[config.mk]
export PLATFORM = sky130hd
export DESIGN_NAME = price_frame_parser
export DESIGN_NICKNAME = d
export VERILOG_FILES = /design/src/rtl/price_frame_parser_pkg.sv /design/src/rtl/price_frame_parser_byte_gap_timer.sv /design/src/rtl/price_frame_parser.sv
export SDC_FILE = /design/constraint.sdc
export NUM_CORES = 1
export LEC_CHECK = 0
export BUFFER_PORTS_ARGS = -buffer_cell sky130_fd_sc_hd__buf_2
export CORE_MARGIN = 2
export CORE_UTILIZATION = 47
export CTS_CLUSTER_SIZE = 20
export DETAILED_ROUTE_END_ITERATION = 16
export PLACE_DENSITY = 0.69
export SLEW_MARGIN = 5
export SYNTH_ARGS = -nofsm -noshare
export SYNTH_HDL_FRONTEND = slang
export SYNTH_SLANG_ARGS = --single-unit
[constraint.sdc]
create_clock -name clk -period 5.7 [get_ports clk]
set_input_delay 1.14 -clock clk [delete_from_list [all_inputs] [get_ports clk]]
set_output_delay 1.14 -clock clk [all_outputs]
set_load 0.01 [all_outputs]
[src/rtl/price_frame_parser_pkg.sv]
// Shared constants, widths and FSM state encoding for the price frame parser
// and anything that consumes or checks its frames.
package price_frame_parser_pkg;

  localparam logic [7:0] HEADER_BYTE = 8'hAA;
  localparam logic [7:0] FOOTER_BYTE = 8'h55;
  localparam int         PRICE_W     = 16;
  localparam int         FRAME_W     = 16;
  localparam int         ERR_W       = 8;

  typedef enum logic [2:0] {
    IDLE = 3'd0,
    A_HI = 3'd1,
    A_LO = 3'd2,
    B_HI = 3'd3,
    B_LO = 3'd4,
    FOOT = 3'd5
  } parser_state_t;

  function automatic logic [PRICE_W-1:0] join_price(input logic [7:0] hi,
                                                     input logic [7:0] lo);
    return {hi, lo};
  endfunction

  function automatic logic [ERR_W-1:0] sat_inc(input logic [ERR_W-1:0] value);
    return (value == {ERR_W{1'b1}}) ? value : value + ERR_W'(1);
  endfunction

endpackage

[src/rtl/price_frame_parser_byte_gap_timer.sv]
// Inter-byte gap watchdog: counts enabled cycles since the last clear and
// pulses expire on the cycle whose edge would complete GAP_CYCLES of silence.
module byte_gap_timer #(
  parameter int GAP_CYCLES = 104_167
) (
  input  logic clk,
  input  logic rst,
  input  logic clear,
  input  logic enable,
  output logic expire
);

  localparam int CNT_W = (GAP_CYCLES < 2) ? 1 : $clog2(GAP_CYCLES + 1);

  logic [CNT_W-1:0] count;
  logic             at_limit;

  // A clear in the same cycle wins, so a byte arriving exactly at the limit
  // is treated as on time.
  assign at_limit = (count == CNT_W'(GAP_CYCLES - 1));
  assign expire   = enable && !clear && at_limit;

  always_ff @(posedge clk or negedge rst) begin
    if (!rst) begin
      count <= '0;
    end else if (clear || !enable || at_limit) begin
      count <= '0;
    end else begin
      count <= count + CNT_W'(1);
    end
  end

endmodule

[src/rtl/price_frame_parser.sv]
// Parses HEADER, A_hi, A_lo, B_hi, B_lo, FOOTER byte frames into two
// registered prices, with footer checking, gap timeout and frame statistics.
module price_frame_parser
  import price_frame_parser_pkg::*;
#(
  parameter logic [7:0] HEADER     = HEADER_BYTE,
  parameter logic [7:0] FOOTER     = FOOTER_BYTE,
  parameter int         GAP_CYCLES = 104_167
) (
  input  logic               clk,
  input  logic               rst,
  input  logic [7:0]         rx_data,
  input  logic               rx_valid,
  output logic [PRICE_W-1:0] price_a,
  output logic [PRICE_W-1:0] price_b,
  output logic               prices_valid,
  output logic               frame_error,
  output logic [FRAME_W-1:0] frame_count,
  output logic [ERR_W-1:0]   error_count
);

  parser_state_t state;
  parser_state_t next_state;

  logic       gap_expire;
  logic       timer_enable;
  logic       accept;
  logic       abort;
  logic [7:0] shadow_a_hi;
  logic [7:0] shadow_a_lo;
  logic [7:0] shadow_b_hi;
  logic [7:0] shadow_b_lo;

  assign timer_enable = (state != IDLE);

  byte_gap_timer #(
    .GAP_CYCLES(GAP_CYCLES)
  ) u_gap_timer (
    .clk   (clk),
    .rst   (rst),
    .clear (rx_valid),
    .enable(timer_enable),
    .expire(gap_expire)
  );

  always_ff @(posedge clk or negedge rst) begin
    if (!rst) begin
      state <= IDLE;
    end else begin
      state <= next_state;
    end
  end

  // Data bytes are never compared against HEADER/FOOTER; only the byte in
  // the FOOT slot decides accept versus abort (with header resync).
  always_comb begin
    next_state = state;
    accept     = 1'b0;
    abort      = 1'b0;
    if (rx_valid) begin
      case (state)
        IDLE: if (rx_data == HEADER) next_state = A_HI;
        A_HI: next_state = A_LO;
        A_LO: next_state = B_HI;
        B_HI: next_state = B_LO;
        B_LO: next_state = FOOT;
        FOOT: begin
          if (rx_data == FOOTER) begin
            accept     = 1'b1;
            next_state = IDLE;
          end else begin
            abort      = 1'b1;
            next_state = (rx_data == HEADER) ? A_HI : IDLE;
          end
        end
        default: next_state = IDLE;
      endcase
    end else if (gap_expire) begin
      abort      = 1'b1;
      next_state = IDLE;
    end
  end

  always_ff @(posedge clk or negedge rst) begin
    if (!rst) begin
      shadow_a_hi <= '0;
      shadow_a_lo <= '0;
      shadow_b_hi <= '0;
      shadow_b_lo <= '0;
    end else if (rx_valid) begin
      case (state)
        A_HI:    shadow_a_hi <= rx_data;
        A_LO:    shadow_a_lo <= rx_data;
        B_HI:    shadow_b_hi <= rx_data;
        B_LO:    shadow_b_lo <= rx_data;
        default: ;
      endcase
    end else if (gap_expire) begin
      shadow_a_hi <= '0;
      shadow_a_lo <= '0;
      shadow_b_hi <= '0;
      shadow_b_lo <= '0;
    end
  end

  // Prices only move on an accepted footer, so a partial frame never leaks out.
  always_ff @(posedge clk or negedge rst) begin
    if (!rst) begin
      price_a      <= '0;
      price_b      <= '0;
      prices_valid <= 1'b0;
      frame_error  <= 1'b0;
      frame_count  <= '0;
      error_count  <= '0;
    end else begin
      prices_valid <= accept;
      frame_error  <= abort;
      if (accept) begin
        price_a     <= join_price(shadow_a_hi, shadow_a_lo);
        price_b     <= join_price(shadow_b_hi, shadow_b_lo);
        frame_count <= frame_count + FRAME_W'(1);
      end
      if (abort) begin
        error_count <= sat_inc(error_count);
      end
    end
  end

  pulses_exclusive : assert property (@(posedge clk) disable iff (!rst)
    !(prices_valid && frame_error));

endmodule

==> results of run 1 <==
[through the flow]
stage / setup slack (ns) / utilization [%] / cells / cell area [um^2] / hold slack [ns]
floorplan: 3.11 / - / 363 / 4700 / 0.474
global placement: 2.80 / 53.2 / 555 / 5180 / 0.468
detailed placement: 2.75 / 53.2 / 555 / 5180 / 0.474
CTS: 3.12 / 55.2 / 571 / 5370 / 0.489
global route: 3.02 / 55.2 / 571 / 5370 / 0.518
finish: 3.14 / 55.2 / 571 / 5370 / 0.481
[layout make-up]
cell class,instances,area (um^2)
inverters,7,26.3
clock inverters,7,73.8
well taps,133,166
repair buffers,70,358
multi-input cells,235,1870
fillers,881,4360
clock buffers,9,124
flip-flops and latches,110,2750
[registers in the layout, summed over array words and instances, names as in the netlist]
signal / flops
u_gap_timer.count: 17
frame_error: 1
shadow_b_lo: 8
price_b: 16
state: 3
shadow_a_lo: 8
error_count: 8
shadow_b_hi: 8
price_a: 16
shadow_a_hi: 8
prices_valid: 1
frame_count: 16
[power breakdown]
group          switching (W)  leakage, nW  internal, W
Sequential         0.0000958         1.49     0.000904
Clock               0.000286        0.101     0.000174
Combinational       0.000134         1.12     0.000140
[path summary, 6_finish.rpt]
path | slack, ns | to | depth (start not counted)
worst max-delay path | 3.14 | frame_count[6]$_DFFE_PN0P_ | 7
max in group asynchronous | 3.74 | u_gap_timer.count[6]$_DFF_PN0_ | 2
worst min register to register | 0.48 | frame_count[15]$_DFFE_PN0P_ | 1
worst max register to register | 3.40 | shadow_a_lo[1]$_DFFE_PN0P_ | 7
min in group asynchronous | 0.79 | price_b[2]$_DFFE_PN0P_ | 1
worst min-delay path | 0.48 | frame_count[15]$_DFFE_PN0P_ | 1
[layer usage]
| layer | part of all wire (%) | routed length (um) |
|---|---|---|
| met5 | 0 | 0 |
| met1 | 47 | 4220 |
| met4 | 1.8 | 161 |
| met3 | 3.6 | 323 |
| met2 | 47 | 4200 |
[critical path: stages]
cell,delay (ns)
buf_2,0.27
nand4b_1,0.25
nor3_2,0.22
buf_4,0.45
nand4_1,0.22
nor2_1,0.15
xor2_1,0.15
[placed cells by master (no fill, tap or decap), types with 8 or more instances in the layout]
cell type / Yosys / routed
nand3_1: 13 / 13
xor2_1: 19 / 19
nand2_1: 21 / 21
clkbuf_8: 0 / 9
buf_2: 7 / 67
dfrtp_1: 110 / 110
mux2_2: 65 / 65
nor2_1: 25 / 25
nand4_1: 8 / 8
xnor2_1: 15 / 15
and2_1: 9 / 9
[cells by family (layout without fill, tap and decap cells)]
| logic type | after synthesis | in the layout | share of synthesized area [%] |
|---|---|---|---|
| buffers and inverters | 18 | 93 | 1.78 |
| adder cells (fa/ha/maj) | 4 | 4 | 1.06 |
| multiplexers | 67 | 67 | 16.0 |
| AND/OR/NAND/NOR | 111 | 111 | 13.2 |
| flip-flops | 110 | 110 | 58.5 |
| XOR/XNOR | 34 | 34 | 6.33 |
| AO/OA/AOI/OAI | 19 | 19 | 3.09 |
==> metrics.txt, run 1 <==
status finished clean; maximum clock frequency 391 MHz; Post-synth EDFFs 0; Distinct cells, synth 36; cells after synthesis 363; HPWL after DPL 6250 um; vias in the first global route 3011; Seq/Total Area, Yosys 58.5%; starting density of the core 48.4%; clock sinks 110; total power 0.00173 W; Final period util 44.9%; CP startpoint kind input port; met3 usage 2.94%; initial antenna violation count 0; max-cap check violation count 0; DRT iter0 DRCs 89; Die Y 104 um; setup TNS 0 ns; met1 Use GR 24.4%; Yosys warnings 0; DRC violations left 0; asr flop ratio synth 100%; Setup CP Type in2reg; clk buf depth 2; post-DR wirelength/cell 15.6 um; Final ANT Viol Nets 0; clock slew at reported path FFs 0.11 ns; crit path max fanout 38; later-pin clock latency in the skew report 0.37 ns; Via Count 2996; Mean Syn Cell Area 13.0 um^2; most frequent cell after synthesis dfrtp_1; grt total ovfl 0; Leak 2.71 nW; CP required 5.99 ns; CTS tree yes; Primary FF master, synth dfrtp_1; Post-CTS Hold Buffers 0; number of H-tree levels 3; share of layout cells above drive strength 1 36.8%; # resized after CTS 0; Post-Syn Area 0.00470 mm^2; total length of routed wires 8900 um; CP endpoint kind flip-flop; Final min period 2.56 ns; most area-hungry cell type in the Yosys netlist dfrtp_1; n_diodes 0; Slew HR 53.4%; first-pass GRT wire length 15100 um; gr busiest metal met2; most common library cells after synthesis 110 x dfrtp_1, 65 x mux2_2, 25 x nor2_1, 21 x nand2_1, 19 x xor2_1; Seq cells post-synth 110; Synth area leaders dfrtp_1 59%, mux2_2 16%, xor2_1 3.5%, xnor2_1 2.8%, nor2_1 2.0%; Slew Viols, Final 0; Hold Crit Class reg2reg; Rows 36; Tightest Pin Transition 0.699 ns; Synth Net Count 378; top cell type's share of synthesized area 58.5%; Hold Startpoint frame_count[15]$_DFFE_PN0P_; gr usage total 17.3%; Power per Cell Area 323 mW/mm^2; maximum VDD drop 0.150 mV; Critical R2R Launch u_gap_timer.count[0]$_DFF_PN0_; skew final 0.0200 ns; launch point of the critical path rx_valid; core area 0.00973 mm^2; total CTS buffers 9; First-pass DRT Iterations 4; RSZ-0062 raised after global routing false; Layout area overhead 14.2%; met2 Use GR 27.3%; Die ar. 0.0108 mm^2; pin count of the biggest net entering global routing 59; vias per inst 5.25; root buf cell clkbuf_8; Fin. Hold Viols 0; Ports 69; final setup violation count 0; gpl congestion 0.761; Final #Nets 448; number of port buffers 68; Post-CTS Setup Inserts 0; Die Wd 104 um; CP arrival 2.85 ns
No activity file was read; power rests on OpenSTA's default activity.
==> inputs of run 2 (changes only) <==
--- a/config.mk
+++ b/config.mk
@@ -5,12 +5,13 @@
 export SDC_FILE = /design/constraint.sdc
 export NUM_CORES = 1
 export LEC_CHECK = 0
+export ABC_AREA = 1
 export BUFFER_PORTS_ARGS = -buffer_cell sky130_fd_sc_hd__buf_2
 export CORE_MARGIN = 2
 export CORE_UTILIZATION = 47
 export CTS_CLUSTER_SIZE = 20
 export DETAILED_ROUTE_END_ITERATION = 16
-export PLACE_DENSITY = 0.69
+export PLACE_DENSITY = 0.71
 export SLEW_MARGIN = 5
 export SYNTH_ARGS = -nofsm -noshare
 export SYNTH_HDL_FRONTEND = slang
==> constraint.sdc (replaced) <==
create_clock -name clk -period 2.1 [get_ports clk]
set_input_delay 0.42 -clock clk [delete_from_list [all_inputs] [get_ports clk]]
set_output_delay 0.42 -clock clk [all_outputs]
set_load 0.01 [all_outputs]
==> run 2 against run 1 <==
Compared with the run above:
- routed wire length rose by 15%
- worst setup slack got worse by 2.8 ns
- largest power group unchanged
- critical path type is now reg2reg
- highest routed layer unchanged
- global-route usage increased by 1.6 points
- clock skew decreased by 0.0079 ns
==> metrics.txt, run 2 <==
status finished clean (unchanged); clock slew at reported path FFs 0.11 ns (about the same); most area-hungry cell type in the Yosys netlist dfrtp_1 (unchanged); Distinct cells, synth 28 (was 36); CP arrival 2.08 ns (was 2.85 ns); placed cell count 795 (was 555); final setup margin 0.336 ns (was 3.14 ns); Seq cells post-synth 110 (unchanged); core area 0.0107 mm^2 (was 0.00973 mm^2); total length of routed wires 10200 um (was 8900 um); CP required 2.42 ns (was 5.99 ns); total CTS buffers 9 (unchanged); first-pass GRT wire length 17400 um (was 15100 um); Post-synth EDFFs 0 (unchanged); initial antenna violation count 0 (unchanged); Final Cell Area 0.00576 mm^2 (was 0.00537 mm^2); Synth Area in Compound Gates 7.59% (was 3.09%); starting density of the core 47.6% (was 48.4%); post-route insts no fill 811 (was 571); gr usage total 18.9% (was 17.3%); Post-DP Area 0.00556 mm^2 (was 0.00518 mm^2); Leak 2.97 nW (was 2.71 nW); Critical R2R Launch error_count[0]$_DFFE_PN0P_ (was u_gap_timer.count[0]$_DFF_PN0_); Die ar. 0.0117 mm^2 (was 0.0108 mm^2); pre-CTS setup slack 0.333 ns (was 2.75 ns); asr flop ratio synth 100% (unchanged); Rows 38 (was 36); CP endpoint kind flip-flop (unchanged); Post-CTS Setup Inserts 0 (unchanged); Power per Cell Area 826 mW/mm^2 (was 323 mW/mm^2); Via Count 4015 (was 2996); most frequent cell after synthesis nand2_1 (was dfrtp_1); Yosys warnings 0 (unchanged); RSZ-0062 raised after global routing false (unchanged); First-pass DRT Iterations 5 (was 4); Largest Register u_gap_timer.count (unchanged); Seq/Total Area, Yosys 54.0% (was 58.5%); root buf cell clkbuf_8 (unchanged); path depth of the worst reg2reg path 7 (unchanged); Setup CP Type reg2reg (was in2reg); top cell type's share of synthesized area 54.0% (was 58.5%); RR Endpoint error_count[2]$_DFFE_PN0P_ (was shadow_a_lo[1]$_DFFE_PN0P_); max-cap check violation count 0 (unchanged); crit path max fanout 9 (was 38); Tightest Pin Transition 0.506 ns (was 0.699 ns); post-synthesis mux area share 0% (was 16.0%); Final period util 84.0%; grt total ovfl 0 (unchanged); maximum VDD drop 0.424 mV (was 0.150 mV); skew final 0.0121 ns (was 0.0200 ns); Post-Syn Area 0.00509 mm^2 (was 0.00470 mm^2); Hold Crit Class in2async (was reg2reg); Mean Syn Cell Area 8.53 um^2 (was 13.0 um^2); largest family of logic cells by synthesized area simple AND/OR/NAND/NOR gates (was multiplexers); n_diodes 0 (unchanged); final setup violation count 0 (unchanged); CP startpoint kind flip-flop (was input port); final hold slack 0.00655 ns (was 0.481 ns); Post-CTS Hold Buffers 0 (unchanged); Ports 69 (unchanged); Primary FF master, synth dfrtp_1 (unchanged); most frequent cells in the layout 169 x nand2_1, 110 x dfrtp_1, 76 x inv_1 (was 110 x dfrtp_1, 67 x buf_2, 65 x mux2_2); setup TNS 0 ns (unchanged); Slew HR 66.2% (was 53.4%); Final min period 1.76 ns; clk buf depth 2 (unchanged); Layout area overhead 13.0% (was 14.2%); clock sinks 110 (unchanged); vias per inst 4.95 (was 5.25); maximum clock frequency 567 MHz; HPWL after DPL 7430 um (was 6250 um); gpl congestion 0.889 (was 0.761); share of layout cells above drive strength 1 16.2% (was 36.8%); vias in the first global route 3718 (was 3011); Synth area leaders dfrtp_1 54%, nand2_1 12%, inv_1 5.6%, nor2_1 3.7%, o21ai_1 3.5% (was dfrtp_1 59%, mux2_2 16%, xor2_1 3.5%, xnor2_1 2.8%, nor2_1 2.0%); number of H-tree levels 3 (unchanged); pin count of the biggest net entering global routing 62 (was 59); later-pin clock latency in the skew report 0.38 ns (was 0.37 ns); DRT iter0 DRCs 267 (was 89); Synth Net Count 612 (was 378); most common library cells after synthesis 169 x nand2_1, 110 x dfrtp_1, 76 x inv_1, 50 x nor2_1, 36 x o21ai_1 (was 110 x dfrtp_1, 65 x mux2_2, 25 x nor2_1, 21 x nand2_1, 19 x xor2_1); max reg flops 17 (unchanged); Synth Area in Simple Gates 25.0% (was 13.2%); Slew Viols, Final 0 (unchanged); Final ANT Viol Nets 0 (unchanged); commonest non-fill, non-tap cell in the layout nand2_1 (was dfrtp_1); Reg2Reg Setup Slack 0.34 ns (was 3.40 ns); DRC violations left 0 (unchanged); Die Wd 108 um (was 104 um); number of port buffers 68 (unchanged); cells after synthesis 597 (was 363); xor and xnor fraction of the mapped netlist area 4.30% (was 6.33%); post-DR wirelength/cell 12.6 um (was 15.6 um); Synth Area in Adders 0.982% (was 1.06%); CTS tree yes (unchanged); # resized after CTS 0 (unchanged); Die Y 108 um (was 104 um); Fin. Hold Viols 0 (unchanged); Final #Nets 681 (was 448)
## run 2: power by group
part           leakage (nW)  internal (W)  switching [W]
clock network         0.103      0.000498       0.000770
registers              1.47       0.00247       0.000147
logic                  1.40      0.000273       0.000596
total                  2.97       0.00324        0.00151
## run 2: layout make-up
type | count | area, um^2
tap | 140 | 175
inverter | 79 | 297
multi-input combinational | 394 | 1930
clock buffer | 10 | 138
sequential | 110 | 2750
timing repair buffer | 72 | 410
clock inverter | 6 | 60.1
fill | 985 | 4940
## run 2: worst max path at each step
stage                                   start                             end  slack [ns]  depth (start not counted)
2_1_floorplan      error_count[0]$_DFFE_PN0P_      error_count[6]$_DFFE_PN0P_        0.54                          7
3_3_place_gp       error_count[0]$_DFFE_PN0P_      error_count[1]$_DFFE_PN0P_        0.42                          7
3_5_place_dp   u_gap_timer.count[0]$_DFF_PN0_  u_gap_timer.count[7]$_DFF_PN0_        0.33                          9
4_1_cts            error_count[0]$_DFFE_PN0P_      error_count[1]$_DFFE_PN0P_        0.32                          7
5_1_grt        u_gap_timer.count[0]$_DFF_PN0_  u_gap_timer.count[7]$_DFF_PN0_        0.16                          9
6_report           error_count[0]$_DFFE_PN0P_      error_count[2]$_DFFE_PN0P_        0.34                          7
## run 2: cells by family after synthesis
kind of cell / count (synthesis)
AND/OR/NAND/NOR: 290
flip-flops: 110
buffers and inverters: 93
AO/OA/AOI/OAI: 75
XOR/XNOR: 25
adder cells (fa/ha/maj): 4
## run 2: per-layer routing
metal,vias to the layer above,track usage [%],routed length (um)
met5,-,0,0
met4,0,6.87,153
met3,11,3.07,482
met2,96,29.0,4670
met1,1902,27.1,4900
li1,2006,-,-
## run 2: critical path, cell delays in order, from the launching register on
cell and delay [ns]:
dfrtp_1 0.41, ha_1 0.20, nand2_1 0.08, nor3b_1 0.40, nand3_2 0.30, nand2_4 0.20
nand2_1 0.06, nand2_1 0.06
## run 2: per-stage QoR
stage	utilization [%]	total power, W
floorplan	-	0.00329
global placement	52.0	0.00349
detailed placement	52.0	0.00354
CTS	53.8	0.00481
global route	53.8	0.00507
finish	53.8	0.00476
